--- config.mk ---
export PLATFORM = sky130hd
export DESIGN_NAME = mc_ctrl
export DESIGN_NICKNAME = d
export VERILOG_FILES = /design/src/rtl/mc_ctrl.sv
export SDC_FILE = /design/constraint.sdc
export NUM_CORES = 1
export LEC_CHECK = 0
export ABC_AREA = 1
export BUFFER_PORTS_ARGS = -buffer_cell sky130_fd_sc_hd__buf_2
export CORE_UTILIZATION = 29
export CTS_CLUSTER_SIZE = 25
export DETAILED_ROUTE_END_ITERATION = 16
export GPL_ROUTABILITY_DRIVEN = 0
export SLEW_MARGIN = 20
export SYNTH_ARGS = -nofsm -noshare
export SYNTH_HDL_FRONTEND = slang
export SYNTH_SLANG_ARGS = --single-unit
--- constraint.sdc ---
create_clock -name clk -period 2.5 [get_ports clk]
set_input_delay 0.25 -clock clk [delete_from_list [all_inputs] [get_ports clk]]
set_output_delay 0.25 -clock clk [all_outputs]
set_load 0.05 [all_outputs]
--- src/rtl/mc_ctrl.sv ---
// Multi-cycle MIPS-subset control unit: FETCH/DECODE then per-class execute
// states, Moore-style outputs with only the branch PC enable depending on zero.
module mc_ctrl (
    input  logic       clk,
    input  logic       rst,
    input  logic [5:0] opcode,
    input  logic [5:0] funct,
    input  logic       zero,
    output logic       pc_en,
    output logic       ir_wr,
    output logic       mem_rd,
    output logic       mem_wr,
    output logic       reg_wr,
    output logic       reg_dst,
    output logic       mem_to_reg,
    output logic       iord,
    output logic       alu_srca,
    output logic [1:0] alu_srcb,
    output logic [1:0] pc_src,
    output logic       ext_op,
    output logic [3:0] alu_op,
    output logic       illegal,
    output logic [3:0] state
);

    typedef enum logic [3:0] {
        S_FETCH  = 4'd0,
        S_DECODE = 4'd1,
        S_MADR   = 4'd2,
        S_MRD    = 4'd3,
        S_MWB    = 4'd4,
        S_MWR    = 4'd5,
        S_REXE   = 4'd6,
        S_RWB    = 4'd7,
        S_IEXE   = 4'd8,
        S_IWB    = 4'd9,
        S_BR     = 4'd10,
        S_JMP    = 4'd11
    } state_t;

    typedef enum logic [3:0] {
        ALU_ADD = 4'd0,
        ALU_SUB = 4'd1,
        ALU_AND = 4'd2,
        ALU_OR  = 4'd3,
        ALU_XOR = 4'd4
    } alu_t;

    typedef enum logic [5:0] {
        OP_RTYPE = 6'h00,
        OP_J     = 6'h02,
        OP_BEQ   = 6'h04,
        OP_BNE   = 6'h05,
        OP_ADDI  = 6'h08,
        OP_ADDIU = 6'h09,
        OP_ANDI  = 6'h0C,
        OP_ORI   = 6'h0D,
        OP_XORI  = 6'h0E,
        OP_LW    = 6'h23,
        OP_SW    = 6'h2B
    } opcode_t;

    typedef enum logic [5:0] {
        FN_ADD  = 6'h20,
        FN_ADDU = 6'h21,
        FN_SUB  = 6'h22,
        FN_SUBU = 6'h23,
        FN_AND  = 6'h24,
        FN_OR   = 6'h25,
        FN_XOR  = 6'h26
    } funct_t;

    state_t cur, nxt;
    alu_t   alu_c;

    logic is_mem, is_rtype, is_iarith, is_branch, is_jump;
    logic pc_en_c, ir_wr_c, mem_rd_c, mem_wr_c, reg_wr_c, illegal_c;

    always_comb begin
        is_mem    = (opcode == OP_LW) || (opcode == OP_SW);
        is_rtype  = (opcode == OP_RTYPE) &&
                    ((funct == FN_ADD) || (funct == FN_ADDU) || (funct == FN_SUB) ||
                     (funct == FN_SUBU) || (funct == FN_AND) || (funct == FN_OR) ||
                     (funct == FN_XOR));
        is_iarith = (opcode == OP_ADDI) || (opcode == OP_ADDIU) || (opcode == OP_ANDI) ||
                    (opcode == OP_ORI) || (opcode == OP_XORI);
        is_branch = (opcode == OP_BEQ) || (opcode == OP_BNE);
        is_jump   = (opcode == OP_J);
    end

    always_ff @(posedge clk or negedge rst) begin
        if (!rst) cur <= S_FETCH;
        else      cur <= nxt;
    end

    always_comb begin
        nxt        = S_FETCH;
        pc_en_c    = 1'b0;
        ir_wr_c    = 1'b0;
        mem_rd_c   = 1'b0;
        mem_wr_c   = 1'b0;
        reg_wr_c   = 1'b0;
        illegal_c  = 1'b0;
        reg_dst    = 1'b0;
        mem_to_reg = 1'b0;
        iord       = 1'b0;
        alu_srca   = 1'b0;
        alu_srcb   = 2'b00;
        pc_src     = 2'b00;
        ext_op     = 1'b0;
        alu_c      = ALU_ADD;

        case (cur)
            S_FETCH: begin
                mem_rd_c = 1'b1;
                ir_wr_c  = 1'b1;
                alu_srcb = 2'b01;
                pc_en_c  = 1'b1;
                nxt      = S_DECODE;
            end
            S_DECODE: begin
                // Speculative branch target computed here for use in BR.
                alu_srcb = 2'b11;
                ext_op   = 1'b1;
                if (is_mem)         nxt = S_MADR;
                else if (is_rtype)  nxt = S_REXE;
                else if (is_iarith) nxt = S_IEXE;
                else if (is_branch) nxt = S_BR;
                else if (is_jump)   nxt = S_JMP;
                else                illegal_c = 1'b1;
            end
            S_MADR: begin
                alu_srca = 1'b1;
                alu_srcb = 2'b10;
                ext_op   = 1'b1;
                nxt      = (opcode == OP_SW) ? S_MWR : S_MRD;
            end
            S_MRD: begin
                mem_rd_c = 1'b1;
                iord     = 1'b1;
                nxt      = S_MWB;
            end
            S_MWB: begin
                reg_wr_c   = 1'b1;
                mem_to_reg = 1'b1;
            end
            S_MWR: begin
                mem_wr_c = 1'b1;
                iord     = 1'b1;
            end
            S_REXE: begin
                alu_srca = 1'b1;
                case (funct)
                    FN_SUB, FN_SUBU: alu_c = ALU_SUB;
                    FN_AND:          alu_c = ALU_AND;
                    FN_OR:           alu_c = ALU_OR;
                    FN_XOR:          alu_c = ALU_XOR;
                    default:         alu_c = ALU_ADD;
                endcase
                nxt = S_RWB;
            end
            S_RWB: begin
                reg_wr_c = 1'b1;
                reg_dst  = 1'b1;
            end
            S_IEXE: begin
                alu_srca = 1'b1;
                alu_srcb = 2'b10;
                case (opcode)
                    OP_ANDI: alu_c = ALU_AND;
                    OP_ORI:  alu_c = ALU_OR;
                    OP_XORI: alu_c = ALU_XOR;
                    default: begin
                        alu_c  = ALU_ADD;
                        ext_op = 1'b1;
                    end
                endcase
                nxt = S_IWB;
            end
            S_IWB: begin
                reg_wr_c = 1'b1;
            end
            S_BR: begin
                alu_srca = 1'b1;
                alu_c    = ALU_SUB;
                pc_src   = 2'b01;
                pc_en_c  = (opcode == OP_BNE) ? ~zero : zero;
            end
            S_JMP: begin
                pc_src  = 2'b10;
                pc_en_c = 1'b1;
            end
            default: nxt = S_FETCH;
        endcase
    end

    // Strobes are masked by reset directly so they drop without waiting for a clock edge.
    always_comb begin
        pc_en   = pc_en_c   & rst;
        ir_wr   = ir_wr_c   & rst;
        mem_rd  = mem_rd_c  & rst;
        mem_wr  = mem_wr_c  & rst;
        reg_wr  = reg_wr_c  & rst;
        illegal = illegal_c & rst;
        alu_op  = alu_c;
        state   = cur;
    end

endmodule

==> results.md, run 1 <==
* Max reg flops at 4
* Largest net degree at the start of global routing at 8
* Pre-Repair DR Iteration Count at 4
* Drt drc at 0
* Most frequent cells in the layout: buf_2, nand2_1, inv_1, nor2_1, nand3_1
* Endpoints failing setup at 0
* Cell Area, Synth at between 600 and 700 sq um
* Worst reg2reg path depth at 6
* Grt total ovfl at 0
* Antenna Nets Post-Route at 0
* Critical Path Source Type: register
* Overall Global Routing Usage at approximately 16%
* Top Ports at 38
* P&R area growth vs syn at 40.9%
* N_diodes at 0
* CTS clk-pin slew, worst paths at roughly 0.030 ns
* Initial antenna violation count at 0
* DRT iter0 DRCs at 7
* Die width at 48.5 um
* Fin crit share at about three quarters
* Reg2reg setup slack at approximately 1.3 ns
* Met2 GRT Util at around 28%
* PwrDens at roughly 1000 mW/mm^2
* DR vias at ~840
* Syn avg cell area at around 5.3 sq um
* Cells after Synth at between 100 and 150
* CP Capture Type: output port
* Initial Util at 31.3%
* Number of global-route vias before repair at approximately 750
* Worst path required time at ~2.3 ns
* Clock Sink Count at 4
* Skew final at around 0.00013 ns
* H-tree depth at 1
* Routed len/inst at 9.25 um
* Hold Path Class: in -> async
* Die ar. at 0.00235 sq mm
* Met3 Use GR at 2.20%
* Dpl hpwl at between 1.5 and 2 mm
* Yosys warns at 0
* Routing usage on met1 at slightly below 20%
* Layout cells sized above 1 at between 30% and 40%
* CP Max Fanout at 4
* Slew Limit Fails at 0
* CTS root buffer: clkbuf_4
* Layout Cells excl Fill at 185
* Most common cell after layout, fill and taps aside: buf_2
* Overall die height at 48.5 um
* Post-Syn Nets at 134
* Post_cts resized at 0
* VDD IR max at a little over 0.0005 V
* Total wire length at 1.71 mm
* Max Freq at 533 MHz
* Sequential fraction of the synthesis area at approximately 16%
* Post-CTS Setup Repair Bufs at 0
* Tmin final at roughly 1.9 ns
* Gr busiest metal: met2
* Run status: completed
* Worst-Skew Late Latency at roughly 0.22 ns
* Synth Register Bits at 4
* Final net count at about 180
* # rows at 16
* PortBufs at 36
* Placed cells at roughly 180
* CTS buffer count at 3
* Max cap viols at 0
* Endpoints failing hold at 0
* Fill cells at around 230
* Crit path DAT at between 1.5 and 2 ns
* Kind of critical path: reg -> out
* First-pass GRT wire length at 2.97 mm
* Final TNS setup at 0 ns
* CTS Hold Bufs at 1
* Vias per cell at around 4.5
* CTS tree: yes
* Post-synthesis cell type count at 18
* Leakage power at 0.546 nW
* RSZ-0062 raised after global routing: no
* Clock buffer depth at 2
* Core Region at ~0.002 sq mm
[Yosys cell counts (all sizes together)]
| cell | count | area share [%] |
|---|---|---|
| dfrtp | 4 | 16 |
| nor2 | 29 | 20 |
| nand4 | 3 | 3.0 |
| nor3 | 2 | 3.2 |
| o21ai | 5 | 4.6 |
| nand3 | 17 | 14 |
| buf | 1 | 1.2 |
| conb | 1 | 0.60 |
| a21oi | 4 | 3.2 |
| a31oi | 1 | 1.0 |
| nand2 | 24 | 15 |
| inv | 26 | 16 |
| o211ai | 2 | 2.4 |
[critical path, stage by stage (launching register included)]
cell and delay (ns):
dfrtp_1 0.39, inv_1 0.08, nand2_1 0.10, inv_1 0.09, nand2_1 0.09, inv_2 0.10
nand3_1 0.08, o211ai_1 0.18, buf_2 0.29
[logic make-up after synthesis]
family,Yosys count,share of synthesized area [%]
AOI/OAI and AO/OA,12,11.2
buffers and inverters,27,16.8
DFF,4,16.0
other,1,0.598
and+or+nand+nor,75,55.5
[power by group]
part | internal [mW] | total (mW) | switching [mW]
clock network | 0.0533 | 0.0745 | 0.0212
registers | 0.0841 | 0.110 | 0.0262
logic | 0.152 | 0.700 | 0.548
[cell type report]
cell class	count	area (sq um)	share of cell area, %
Inverter	26	97.6	11.0
Sequential cell	4	100	11.3
Tap cell	27	33.8	3.82
Clock buffer	3	22.5	2.55
Timing Repair Buffer	37	190	21.5
Multi-Input combinational cell	88	439	49.7
[stage by stage]
stage,hold slack [ns],util (%),power (mW),setup slack [ns],area (sq um)
2_1_floorplan,-0.0456,-,0.665,0.130,644
3_3_place_gp,0.0640,42.5,0.815,0.885,851
3_5_place_dp,0.0622,42.5,0.813,0.860,851
4_1_cts,0.360,44.1,0.893,0.616,883
5_1_grt,0.377,44.1,0.949,0.483,883
6_report,0.361,44.1,0.884,0.624,883
[routing by layer]
| layer | vias up | share of wire, % |
|---|---|---|
| li1 | 452 | - |
| met5 | - | 0 |
| met4 | 0 | 0 |
| met2 | 28 | 49 |
| met3 | 0 | 3.7 |
| met1 | 356 | 47 |
[worst paths after layout]
check / start / endpoint
max in group asynchronous: rst / state[3]$_DFF_PN0_
worst max register to register: state[1]$_DFF_PN0_ / state[0]$_DFF_PN0_
worst max-delay path: state[2]$_DFF_PN0_ / alu_op[0]
worst min register to register: state[2]$_DFF_PN0_ / state[2]$_DFF_PN0_
worst min-delay path: rst / state[0]$_DFF_PN0_
min in group clk: opcode[3] / state[0]$_DFF_PN0_
Note: power is estimated with default switching activity, not from simulation.
==> inputs of run 2 (changes only) <==
- clock period: 2.5 -> 1.7 ns (I/O delays scaled with it)
==> results.md, run 2 (synthesis gave the netlist of run 1 again) <==
* Run status: completed
* Worst path required time at 1.53 ns (-0.72 ns)
* Gate power share at 81.0% (+1.9 points)
* CTS buffer count at 3 (unchanged)
* RR Endpoint: state[0]$_DFF_PN0_
* Largest net degree at the start of global routing at 8 (unchanged)
* Power Internal at 0.622 mW (+120%)
* Pwr Total at 1.67 mW (+89%)
* PwrDens at 1520 mW/mm^2 (+51%)
* Drt drc at 0 (unchanged)
* Clock share of power at 7.3% (-1.1 points)
* Max Freq at between 500 and 600 MHz
* H-tree depth at 1 (unchanged)
* Critical Path Source Type: register
* Final net count at 178 (+1.7%)
* Initial antenna violation count at 0 (unchanged)
* Die width at 48.5 um (unchanged)
* Skew final at 0.00666 ns (+0.00653 ns)
* Hold Path Class: in -> async
* Vias per cell at 4.63 (+2.4%)
* Placed cells at 181 (unchanged)
* CTS root buffer: clkbuf_4
* Routed len/inst at 10.0 um (+8.5%)
* First-pass GRT wire length at 2.81 mm (-5.5%)
* P_sw at 1.05 mW (+76%)
* Met2 Routed Length at 901 um (+7.8%)
* Antenna Nets Post-Route at 0 (unchanged)
* CTS tree: yes
* CTS clk-pin slew, worst paths at 0.04 ns (about the same)
* Number of global-route vias before repair at 716 (-4.9%)
* Kind of critical path: reg -> out
* Tmin final at about 1.7 ns
* Initial Util at 31.3% (unchanged)
* Total wire length at 1.89 mm (+10%)
* Max reg flops at 4 (unchanged)
* VDD IR max at 0.00105 V (+110%)
* Endpoints failing setup at 0 (unchanged)
* Worst-Skew Late Latency at 0.24 ns (+0.02 ns)
* CP Max Fanout at 4 (unchanged)
* RSZ-0062 raised after global routing: yes
* Clock buffer depth at 2 (unchanged)
* Fill cells at 219 (-2.7%)
* DR vias at 870 (+4.1%)
* Crit path DAT at 1.53 ns (-0.10 ns)
* Wl on met1 at 866 um (+6.8%)
* Layout cells sized above 1 at 53.4% (+14 points)
* Final WS setup at 0.00205 ns (-0.622 ns)
* R2R Path Start: state[1]$_DFF_PN0_
* Overall die height at 48.5 um (unchanged)
* Top Ports at 38 (unchanged)
* Endpoints failing hold at 0 (unchanged)
* CP Capture Type: output port
* PortBufs at 36 (unchanged)
* Overall Global Routing Usage at 15.5% (-0.38 points)
* # rows at 16 (unchanged)
* Most common cell after layout, fill and taps aside: buf_2
* DR top layer: met4
* Sw Share at 62.7% (-4.6 points)
* Leakage power at 0.582 nW (+6.6%)
* N_diodes at 0 (unchanged)
* Reg power frac at 11.8% (-0.7 points)
* Slew Limit Fails at 0 (unchanged)
* Final TNS setup at 0 ns (unchanged)
* Max cap viols at 0 (unchanged)
* Worst reg2reg path depth at 6 (unchanged)
* Core Region at 0.00200 sq mm (unchanged)
* Reg2reg setup slack at 0.47 ns (-0.79 ns)
* Grt total ovfl at 0 (unchanged)
* Worst slack at placement at 0.170 ns (-0.690 ns)
* DRT iter0 DRCs at 13 (+6)
* Layout Cells excl Fill at 188 (+1.6%)
* Die ar. at 0.00235 sq mm (unchanged)
* P&R area growth vs syn at 75.4%
* Dpl hpwl at 1.50 mm (-3.0%)
* Clock Sink Count at 4 (unchanged)
* Routed met3 length at 88 um (+40%)
* Fin crit share at between 90 and 100%
* Pre-Repair DR Iteration Count at 4 (unchanged)
* Most frequent cells in the layout: buf_2, nand2_1, inv_1, nor2_1, nand3_1
-- run 2: cell count changes in the layout (fill, tap and decap cells not counted), sizes merged --
cell,change
clkinvlp,+1
inv,-1
buf,-1
clkbuf,+4
-- run 2: critical path: stages (launching register included) --
cell and delay [ns]:
dfrtp_2 0.42, inv_2 0.10, nand2_4 0.09, inv_4 0.07
nand2_4 0.06, inv_4 0.08, nand3_2 0.07, o211ai_1 0.17
buf_4 0.22
-- run 2: worst max path at each step --
stage	from	slack, ns	end	cells past startpoint
after floorplan	state[2]$_DFF_PN0_	-0.24	alu_op[0]	7
after global placement	state[1]$_DFF_PN0_	0.16	illegal	6
after detailed placement	state[1]$_DFF_PN0_	0.17	illegal	6
after CTS	state[1]$_DFF_PN0_	-0.01	alu_srca	7
after global routing	state[0]$_DFF_PN0_	-0.07	illegal	7
final	state[2]$_DFF_PN0_	0.002	alu_op[0]	8
-- run 2: cell type report --
type / count / area, sq um / area share [%]
Clock buffer: 3 / 22.5 / 2.05
Inverter: 26 / 109 / 9.90
Multi-Input combinational cell: 88 / 569 / 51.8
Sequential cell: 4 / 105 / 9.56
Tap cell: 27 / 33.8 / 3.07
Timing Repair Buffer: 40 / 260 / 23.7
-- run 2: routing by layer --
| metal | up-vias | global-route usage (%) |
|---|---|---|
| li1 | 460 | - |
| met1 | 368 | 19.1 |
| met2 | 38 | 26.5 |
| met3 | 4 | 0 |
| met4 | 0 | 10.3 |
| met5 | - | 0 |
-- run 2: what timing repair did --
item	in CTS	in global routing
buffers inserted	0	3
endpoints found under the hold margin	4	0
pin swaps	0	4
cloned	0	0
hold buffers	1	0
gates resized for setup	10	29
endpoints found under the setup margin	8	12
-- run 2: power groups by stage --
stage | Clock [mW] | Sequential, mW | Combinational [mW]
floorplan | 0 | 0.263 | 0.793
global placement | 0 | 0.168 | 1.10
detailed placement | 0 | 0.170 | 1.10
CTS | 0.125 | 0.170 | 1.15
global route | 0.130 | 0.202 | 1.42
finish | 0.121 | 0.196 | 1.35
-- run 2: metrics by stage --
stage	cell area, sq um	util (%)	hold WS [ns]
floorplan	716	-	-0.126
global placement	922	46.1	-0.0131
detailed placement	922	46.1	-0.0126
CTS	981	49.0	0.265
global route	1100	54.9	0.301
finish	1100	54.9	0.292
